==> src/rtl/transport_rx.sv <==
// Receive end of the 8-bit switch-code link: framing check, stability qualification,
// and decode of each newly accepted 3-bit code into binary, one-hot and a valid strobe.
module transport_rx #(
    parameter int STABLE_CYCLES = 4,
    parameter int CNT_W         = 8
) (
    input  logic             clk,
    input  logic             rst,
    input  logic [7:0]       data_in,
    input  logic             err_clr,
    output logic [2:0]       code_out,
    output logic [7:0]       onehot_out,
    output logic             code_valid,
    output logic             frame_err,
    output logic [CNT_W-1:0] rx_count
);

    typedef enum logic [1:0] {IDLE, QUAL, BAD} state_t;

    localparam logic [7:0] ACC_CNT = 8'(STABLE_CYCLES - 1);

    state_t     state;
    logic [7:0] s_q;
    logic [7:0] last_word;
    logic [7:0] cand;
    logic [7:0] cnt;

    always_ff @(posedge clk) begin
        if (!rst) begin
            state      <= IDLE;
            s_q        <= '0;
            last_word  <= '0;
            cand       <= '0;
            cnt        <= '0;
            code_out   <= '0;
            onehot_out <= '0;
            code_valid <= 1'b0;
            frame_err  <= 1'b0;
            rx_count   <= '0;
        end else begin
            s_q        <= data_in;
            code_valid <= 1'b0;
            // Clear first so a same-cycle framing error below takes priority.
            if (err_clr)
                frame_err <= 1'b0;

            case (state)
                IDLE: begin
                    if (s_q != last_word) begin
                        if (s_q[7:3] != 5'b0) begin
                            frame_err <= 1'b1;
                            cand      <= s_q;
                            state     <= BAD;
                        end else if (s_q == 8'h00) begin
                            last_word <= '0;
                        end else begin
                            cand  <= s_q;
                            cnt   <= 8'd1;
                            state <= QUAL;
                        end
                    end
                end
                QUAL: begin
                    if (s_q != cand) begin
                        state <= IDLE;
                    end else if (cnt < ACC_CNT) begin
                        cnt <= cnt + 8'd1;
                    end else begin
                        code_out   <= cand[2:0];
                        onehot_out <= 8'(1) << cand[2:0];
                        code_valid <= 1'b1;
                        last_word  <= cand;
                        if (rx_count != '1)
                            rx_count <= rx_count + CNT_W'(1);
                        state <= IDLE;
                    end
                end
                BAD: begin
                    // Held bad word is flagged only once, on entry from IDLE.
                    if (s_q != cand)
                        state <= IDLE;
                end
                default: state <= IDLE;
            endcase
        end
    end

endmodule

==> config.mk <==
export PLATFORM = sky130hd
export DESIGN_NAME = transport_rx
export DESIGN_NICKNAME = d
export VERILOG_FILES = /design/src/rtl/transport_rx.sv
export SDC_FILE = /design/constraint.sdc
export NUM_CORES = 1
export LEC_CHECK = 0
export CAP_MARGIN = 5
export CELL_PAD_IN_SITES_DETAIL_PLACEMENT = 1
export CELL_PAD_IN_SITES_GLOBAL_PLACEMENT = 1
export CORE_UTILIZATION = 39
export CTS_BUF_LIST = sky130_fd_sc_hd__clkbuf_2 sky130_fd_sc_hd__clkbuf_4 sky130_fd_sc_hd__clkbuf_8
export CTS_CLUSTER_DIAMETER = 40
export DETAILED_ROUTE_END_ITERATION = 7
export PLACE_DENSITY_LB_ADDON = 0.1
export RECOVER_POWER = 25
export SLEW_MARGIN = 30
export SYNTH_ARGS = -nofsm -noshare
export SYNTH_HDL_FRONTEND = slang
export SYNTH_SLANG_ARGS = --single-unit
==> constraint.sdc <==
create_clock -name clk -period 1.95 [get_ports clk]
set_input_delay 0.39 -clock clk [delete_from_list [all_inputs] [get_ports clk]]
set_output_delay 0.39 -clock clk [all_outputs]
set_load 0.005 [all_outputs]
=== Word-level counts from Yosys, hierarchy flattened ===
Index checks and enable logic that the tools add are counted.

* Add/subtract/negate cells: 2
* $lt $le $gt $ge: 1
* Eq/ne operators: 16
* Shift-type cells: 1
* Mux-type cells: 26
* Bitwise operators: 4
* Reduce and logical (&&, ||, !) cells: 11

{| class="wikitable"
|+ Operators by type and width
! operator !! number
|-
| 2-to-1 mux 8 bit || 12
|-
| case mux 8 bit (2 select lines) || 2
|-
| inequality test 2 bit, second input constant || 9
|-
| adder 8 x 1 -> 8 bit, second input constant || 2
|-
| inequality test 8 bit || 2
|-
| 2-to-1 mux 2 bit || 6
|-
| AND reduction 6 bit || 2
|-
| logical NOT 8 bit || 1
|-
| less-than comparator 8 x 2 -> 1 bit, second input constant || 1
|-
| inequality test 8 bit, second input constant || 1
|-
| AND reduction 4 bit || 2
|-
| left shift 1 x 3 -> 8 bit, first input constant || 1
|-
| inequality test 3 bit, second input constant || 2
|-
| case mux 2 bit (3 select lines) || 1
|-
| AND reduction 3 bit || 2
|-
| 2-to-1 mux 1 bit || 5
|-
| nonzero test 5 bit || 1
|-
| NOT 1 bit || 4
|-
| OR reduction 3 bit || 1
|-
| equality test 2 x 1 -> 1 bit, second input constant || 1
|-
| equality test 2 bit, second input constant || 1
|-
| logical NOT 2 bit || 1
|-
| nonzero test 2 bit || 1
|}

* Flip-flop bits (word level): 55
* Input bits: 11
* Output and inout bits: 21
* Word-level logic and storage cells: 71

=== Logic depth before layout (Yosys ltp) ===
Gate-level depths: netlist of the first run.

* Depth in word-level cells: 5
* Mapped depth: 7
* Mapped depth without buffers: 6

=== Least setup slack after synthesis of the first run ===
No wires, ideal clock.

* Kind: register to register
* Start: reg cnt[0]
* End: reg rx_count[7]
* Setup time: 119 ps
* Data arrival time: 1709 ps
* Slack: 121 ps
* Cell stages (with the launch flop): 8
* Buffers on the path: 1
* Cell sequence: dfxtp_1 -> ha_1 -> or4_1 -> nor4_4 -> nand4b_2 -> buf_2 -> nor4_1 -> o21bai_1

* Cells in the longest elaborated chain, start to end: 3

{| class="wikitable"
|+ RTL lines
! item !! RTL line !! text
|-
| start: declaration || 26 || <nowiki>logic [7:0] cnt;</nowiki>
|-
| start signal: assignment || 67 || <nowiki>cnt <= cnt + 8'd1;</nowiki>
|-
| less-than comparator 8 x 2 -> 1 bit || 66 || <nowiki>end else if (cnt < ACC_CNT) begin</nowiki>
|-
| NOT 1 bit (no line) || - ||
|-
| AND reduction 4 bit (no line) || - ||
|-
| end signal: assignment || 74 || <nowiki>rx_count <= rx_count + CNT_W'(1);</nowiki>
|-
| end: declaration || 15 || <nowiki>output logic [CNT_W-1:0] rx_count</nowiki>
|}

Every way passes these cells.
A chain may end at the register's enable or synchronous reset.

=== Final worst setup path of the first run ===
* Start: reg cand[4]
* End: reg onehot_out[4]

* Cells in the longest elaborated chain, start to end: 3

{| class="wikitable"
|+ RTL lines
! item !! RTL line !! text
|-
| start: declaration || 25 || <nowiki>logic [7:0] cand;</nowiki>
|-
| start signal: assignment || 52 || <nowiki>cand <= s_q;</nowiki>
|-
| start signal: assignment || 57 || <nowiki>cand <= s_q;</nowiki>
|-
| inequality test 8 bit || 64 || <nowiki>if (s_q != cand) begin</nowiki>
|-
| NOT 1 bit (no line) || - ||
|-
| AND reduction 3 bit (no line) || - ||
|-
| end signal: assignment || 70 || <nowiki>onehot_out <= 8'(1) << cand[2:0];</nowiki>
|-
| end: declaration || 12 || <nowiki>output logic [7:0] onehot_out,</nowiki>
|}

Every way passes these cells.

==> results.cfg, run 1 <==
[global_routing]
grt_pass1_wl_mm = 9.84
grt_pass1_vias = 2067
track_usage_pct = 20.2
antenna_found_initial = 0
grt_max_degree = 37
overflow = 0

[floorplan]
core_area_sq_um = 5680
die_h_microns = 79.8
core.rowCount = 27
io_pins = 32
die_area_sq_um = 6380
fp.dieW_microns = 79.8
initial_core_util_pct = 41.6

[timing]
rsz0062_at_grt = true
hold_ws_ns = 0.455
fin_worst_skew_ns = 0.00878
tightest_slew_ns = 0.670
maxSlewHeadroom_pct = 55.4
timing.final.hold_violations = 0
report.final.slew_viol_count = 0
period_minus_slack_ns = 2.01
timing.fmax_mhz = 497
setup_viol = 5
fin_crit_sh_pct = 103
fin_ws_ns = -0.0617

[hold_path]
min_from = code_out[1]$_SDFFE_PN0P_
hp-class = flop to flop

[routing]
ant_nets = 0
first_pass_iters = 4
vias = 2033
wl_per_cell_microns = 16.1
wl_mm = 6.31
vias_per_cell = 5.20
post-route-drc-count = 0
drt_iter0_drc = 57

[run_status]
violations = negative setup slack
status = finished, violations left

[worst_setup_path]
cp.arrival_ns = 2.27
r2r-start = cand[4]$_SDFFE_PN0P_
cpMaxStageDelayCell = or4b_4
cp-startpoint = cand[4]$_SDFFE_PN0P_
worstSetupEndpointType = flop
cp_data_required_time_ns = 2.21
worstPathCellList = xor2_1 > nor4_4 > buf_4 > nand4b_4 > buf_6 > or4b_4 > a21oi_2
cp-start-kind = flop
cp_num_buf_inv = 2
cp_slowest_stage_delay_ns = 0.47
crit_type = flop to flop
worstPathMaxFanout = 5
critPathTopFamily = simple AND/OR/NAND/NOR gates

[clocking]
postCtsHoldBufs = 0
cts.reportedPaths.clkPinSlew_ns = 0.10
numClockSinks = 55
clk_latency_ns = 0.31
cts_tree = built
cts_buffer_depth = 2
numCtsBuffers = 5
htreeDepth = 2
cts_root_buf = clkbuf_8

[synthesis]
syn_nets = 271
ys_ff_latch = 55
synth_commonest_cells = dfxtp_1 (55), nand2_1 (52), mux2i_1 (19), a21oi_1 (15), and2_1 (15)
synth_ff_type = dfxtp_1
synth_edf_count = 0
ys_warn_count = 0
synthMostInstantiatedCell = dfxtp_1
synth_area_leaders = dfxtp_1 (47%), nand2_1 (8.3%), mux2i_1 (8.0%)
syn_area_sq_um = 2360
synth-async-reset-ratio_pct = 0
synth.top_cell.area_share_pct = 46.6
yosysSeqAreaShare_pct = 46.6
syn_inst = 258
yosysUniqueCellTypes = 36
synth_area_leader_cell = dfxtp_1
synth_area_per_cell_sq_um = 9.16

[power]
peakVddDrop_uv = 457
p_per_area_nw_per_um2 = 717
power_mw = 2.28
power_leakage_nw = 1.23

[finish]
area_growth_pct = 34.4
nFillCells = 669
final_cell_area_sq_um = 3180
drive_gt1_share_pct = 20.7
nNetsFinal = 331
final-instance-count-excl-fill = 391
antenna_cells = 0

[placed_design]
io_buffers = 31
place_ws_ns = -0.0875
hpwl_mm = 4.22
dpl_cell_area_sq_um = 2910
place.gp.congestion = 0.832
placed_cells = 373

[run]
drv_cap = 0
layout make-up:
| cell class | instances | area [sq um] | share of cell area, % |
|---|---|---|---|
| clock buffers | 5 | 68.8 | 2.17 |
| repair buffers | 66 | 591 | 18.6 |
| inverters | 3 | 11.3 | 0.354 |
| well taps | 72 | 90.1 | 2.84 |
| clock inverters | 3 | 43.8 | 1.38 |
| flip-flops and latches | 55 | 1110 | 35.0 |
| multi-input cells | 187 | 1260 | 39.7 |
report_power, final:
| part | total, mW | internal, mW | switching [mW] |
|---|---|---|---|
| sequential | 1.18 | 1.15 | 0.0280 |
| combinational | 0.332 | 0.166 | 0.166 |
| clock | 0.765 | 0.383 | 0.382 |
| total | 2.28 | 1.70 | 0.576 |
cells in the final DEF (no fill, tap or decap), types with 2 or more instances in the layout:
cell type and instances:
and2_1 9, xor2_2 2, buf_6 2, mux2i_2 2
nor3_1 2, nor2b_1 2, dfxtp_2 6, a21oi_1 14
nor4_1 2, clkdlybuf4s50_1 26, dfxtp_1 48, nand4_1 6
dlygate4sd3_1 5, a21oi_2 2, xnor2_1 8, nand2b_1 2
o21a_1 5, xor2_1 6, nor2_1 9, o21ai_0 3
nand4b_1 3, nand2_1 52, inv_1 3, mux2i_1 17
buf_4 31, nand3_1 9, and3_1 4, or3_1 3
or4_1 2, and2_0 6, nor4_4 3, clkbuf_8 5
worst reg2reg max path: stages, from the launching register on:
cell      delay [ns]
dfxtp_1         0.35
xor2_1          0.21
nor4_4          0.26
buf_4           0.17
nand4b_4        0.18
buf_6           0.19
or4b_4          0.47
a21oi_2         0.12
flip-flops by register name, indices dropped and copies added, names as in the netlist:
name	count
cand	8
cnt	8
code_out	3
code_valid	1
frame_err	1
last_word	8
onehot_out	8
rx_count	8
s_q	8
state	2
final timing paths:
path / cells past startpoint / slack (ns) / to
min reg2reg: 2 / 0.46 / code_out[1]$_SDFFE_PN0P_
max: 7 / -0.06 / onehot_out[4]$_SDFFE_PN0P_
max reg2reg: 7 / -0.06 / onehot_out[4]$_SDFFE_PN0P_
min: 2 / 0.46 / code_out[1]$_SDFFE_PN0P_
logic make-up (layout without fill, tap and decap cells):
kind of cell / after synthesis / after routing / share of synthesized area, %
xor+xnor: 16 / 16 / 5.93
compound gates: 29 / 29 / 7.46
simple gates: 121 / 121 / 28.2
flops: 55 / 55 / 46.6
mux: 19 / 19 / 8.05
buf+inv: 16 / 77 / 2.70
fa+ha+maj: 2 / 2 / 1.06
stage by stage:
stage | utilization (%) | TNS (ns)
floorplan | - | 0
global placement | 51.3 | -0.0475
detailed placement | 51.3 | -1.05
CTS | 54.5 | -0.834
global route | 56.0 | -1.47
finish | 56.0 | -0.161
routing by layer:
| metal | wire, microns | up-vias | part of all wire [%] | track usage, % |
|---|---|---|---|---|
| met5 | 0 | - | 0 | 0 |
| li1 | - | 1002 | - | - |
| met1 | 2860 | 989 | 45 | 24.9 |
| met2 | 3200 | 30 | 51 | 34.5 |
| met3 | 124 | 12 | 2.0 | 3.43 |
| met4 | 127 | 0 | 2.0 | 8.21 |
repair_timing:
action | in CTS | in global routing
setup buffers | 5 | 5
pin swaps | 4 | 6
endpoints found under the setup margin | 27 | 29
resized for setup | 9 | 14
Note: power is estimated with default switching activity, not from simulation.
==> inputs of run 2 (changes only) <==
- GPL_TIMING_DRIVEN: not set -> 0
==> run 2 against run 1 <==
  * The flow still finishes with violations (negative setup slack)
  * Clock skew is 0.0026 ns lower
  * Clock power down 3.5%
  * Wire length is 5.0% lower
  * Die area did not move
  * Combinational power down 18%
  * Sequential cell count unchanged
  * Cell count down 2.8%
  * Critical path depth unchanged
  * Via count is 3.8% lower
  * Count of clock-buffer cells in the layout is 1 higher
==> results.cfg, run 2 (synthesized netlist as in run 1, its figures left out) <==
[routing]
ant_nets = 0
drt_iter0_drc = 53
vias = 1955
vias_per_cell = 5.14
post-route-drc-count = 0
first_pass_iters = 4
wl_per_cell_microns = 15.8
wl_mm = 5.99

[floorplan]
die_h_microns = 79.8
core_area_sq_um = 5680
initial_core_util_pct = 41.6
io_pins = 32
core.rowCount = 27
fp.dieW_microns = 79.8
die_area_sq_um = 6380

[global_routing]
grt_pass1_vias = 1959
grt_max_degree = 16
antenna_found_initial = 0
track_usage_pct = 19.8
overflow = 0
grt_pass1_wl_mm = 9.59

[power]
peakVddDrop_uv = 548
power_mw = 2.19
p_per_area_nw_per_um2 = 708
power_leakage_nw = 1.15

[clocking]
cts_root_buf = clkbuf_8
cts_buffer_depth = 2
clk_latency_ns = 0.30
numClockSinks = 55
numCtsBuffers = 5
cts.reportedPaths.clkPinSlew_ns = 0.09
cts_tree = built
htreeDepth = 2

[hold_path]
hp-class = flop to flop
hold_end = code_out[1]$_SDFFE_PN0P_
whs_path_depth = 2
min_from = code_out[1]$_SDFFE_PN0P_

[finish]
final_common_cell = nand2_1
antenna_cells = 0
nFillCells = 663
drive_gt1_share_pct = 16.2
area_growth_pct = 31.1
fin_util_pct = 54.6
mostFrequentLayoutCells = nand2_1 (52), dfxtp_1 (47), clkdlybuf4s50_1 (25)
nNetsFinal = 321

[timing]
rsz0062_at_grt = true
timing.fmax_mhz = 508
setup_viol = 4
timing.final.hold_violations = 0
tns_ns = -0.0611
fin_crit_sh_pct = 101
tightest_slew_ns = 0.651
maxSlewHeadroom_pct = 56.6
fin_worst_skew_ns = 0.00619
period_minus_slack_ns = 1.97
fin_ws_ns = -0.0198
report.final.slew_viol_count = 0

[worst_setup_path]
reg2reg_to = rx_count[2]$_SDFFE_PN0P_
cpMaxStageDelayCell = or4_4
reg2reg_depth = 7
worstPathMaxFanout = 4
cp.arrival_ns = 2.20
cp_slowest_stage_delay_ns = 0.43
critPathTopFamily = simple AND/OR/NAND/NOR gates
worstPathCellList = ha_4 > or4_4 > nor4_4 > and4b_2 > buf_4 > nand3_2 > mux2i_1
r2r-start = cnt[0]$_SDFFE_PN0P_
cp-start-kind = flop
worstSetupEndpointType = flop
crit_type = flop to flop
cp_data_required_time_ns = 2.18
regToRegSetupSlack_ns = -0.02
cp_num_buf_inv = 1

[placed_design]
hpwl_mm = 3.99
io_buffers = 31
place.gp.congestion = 0.795

[run]
drv_cap = 0

[run_status]
status = finished, violations left
violations = negative setup slack
## run 2: how the worst max path moves through the flow
stage | cells after the start | slack (ns) | endpoint | from
after floorplan | 7 | 0.12 | rx_count[7]$_SDFFE_PN0P_ | cnt[0]$_SDFFE_PN0P_
after global placement | 5 | -0.27 | code_valid$_SDFF_PP0_ | rst
after detailed placement | 5 | -0.29 | cand[3]$_SDFFE_PN0P_ | rst
after CTS | 7 | -0.03 | rx_count[2]$_SDFFE_PN0P_ | cnt[0]$_SDFFE_PN0P_
after global routing | 7 | -0.09 | rx_count[2]$_SDFFE_PN0P_ | cnt[0]$_SDFFE_PN0P_
final | 7 | -0.02 | rx_count[2]$_SDFFE_PN0P_ | cnt[0]$_SDFFE_PN0P_
## run 2: metrics by stage
stage / instance area, sq um / instances / hold slack, ns / setup WS [ns]
6_report: 3100 / 380 / 0.459 / -0.0198
5_1_grt: 3100 / 380 / 0.484 / -0.0904
2_1_floorplan: 2360 / 258 / 0.421 / 0.121
3_5_place_dp: 2760 / 361 / 0.440 / -0.287
3_3_place_gp: 2760 / 361 / 0.437 / -0.271
4_1_cts: 3000 / 376 / 0.464 / -0.0340
## run 2: area by class of cell
| cell class | count | area (sq um) | share of cell area [%] |
|---|---|---|---|
| tap | 72 | 90.1 | 2.91 |
| buffer | 13 | 73.8 | 2.38 |
| clock inverter | 1 | 30.0 | 0.969 |
| sequential | 55 | 1120 | 36.0 |
| timing repair buffer | 43 | 418 | 13.5 |
| inverter | 3 | 11.3 | 0.363 |
| clock buffer | 6 | 76.3 | 2.46 |
| multi-input combinational | 187 | 1280 | 41.4 |
## run 2: per-layer routing
layer / vias up / share of wire (%) / track usage, %
li1: 981 / - / -
met1: 932 / 48 / 25.6
met2: 33 / 48 / 32.9
met3: 9 / 2.2 / 3.54
met4: 0 / 1.6 / 6.79
met5: - / 0 / 0
## run 2: power breakdown
part | total (mW) | switching, mW | internal, mW | leakage (nW)
sequential | 1.18 | 0.0302 | 1.15 | 0.450
combinational | 0.272 | 0.148 | 0.125 | 0.649
clock | 0.738 | 0.347 | 0.391 | 0.0547
## run 2: tightest hold or removal path, stage by stage (launching register included)
cell and delay [ns]:
dfxtp_1 0.32, nand2_1 0.05, a21oi_1 0.05
## run 2: timing repair
item,CTS,global route
setup buffers,7,3
pin swaps,5,12
gates cloned,1,1
endpoints found under the setup margin,25,38
hold buffers,0,0
resized for setup,16,24
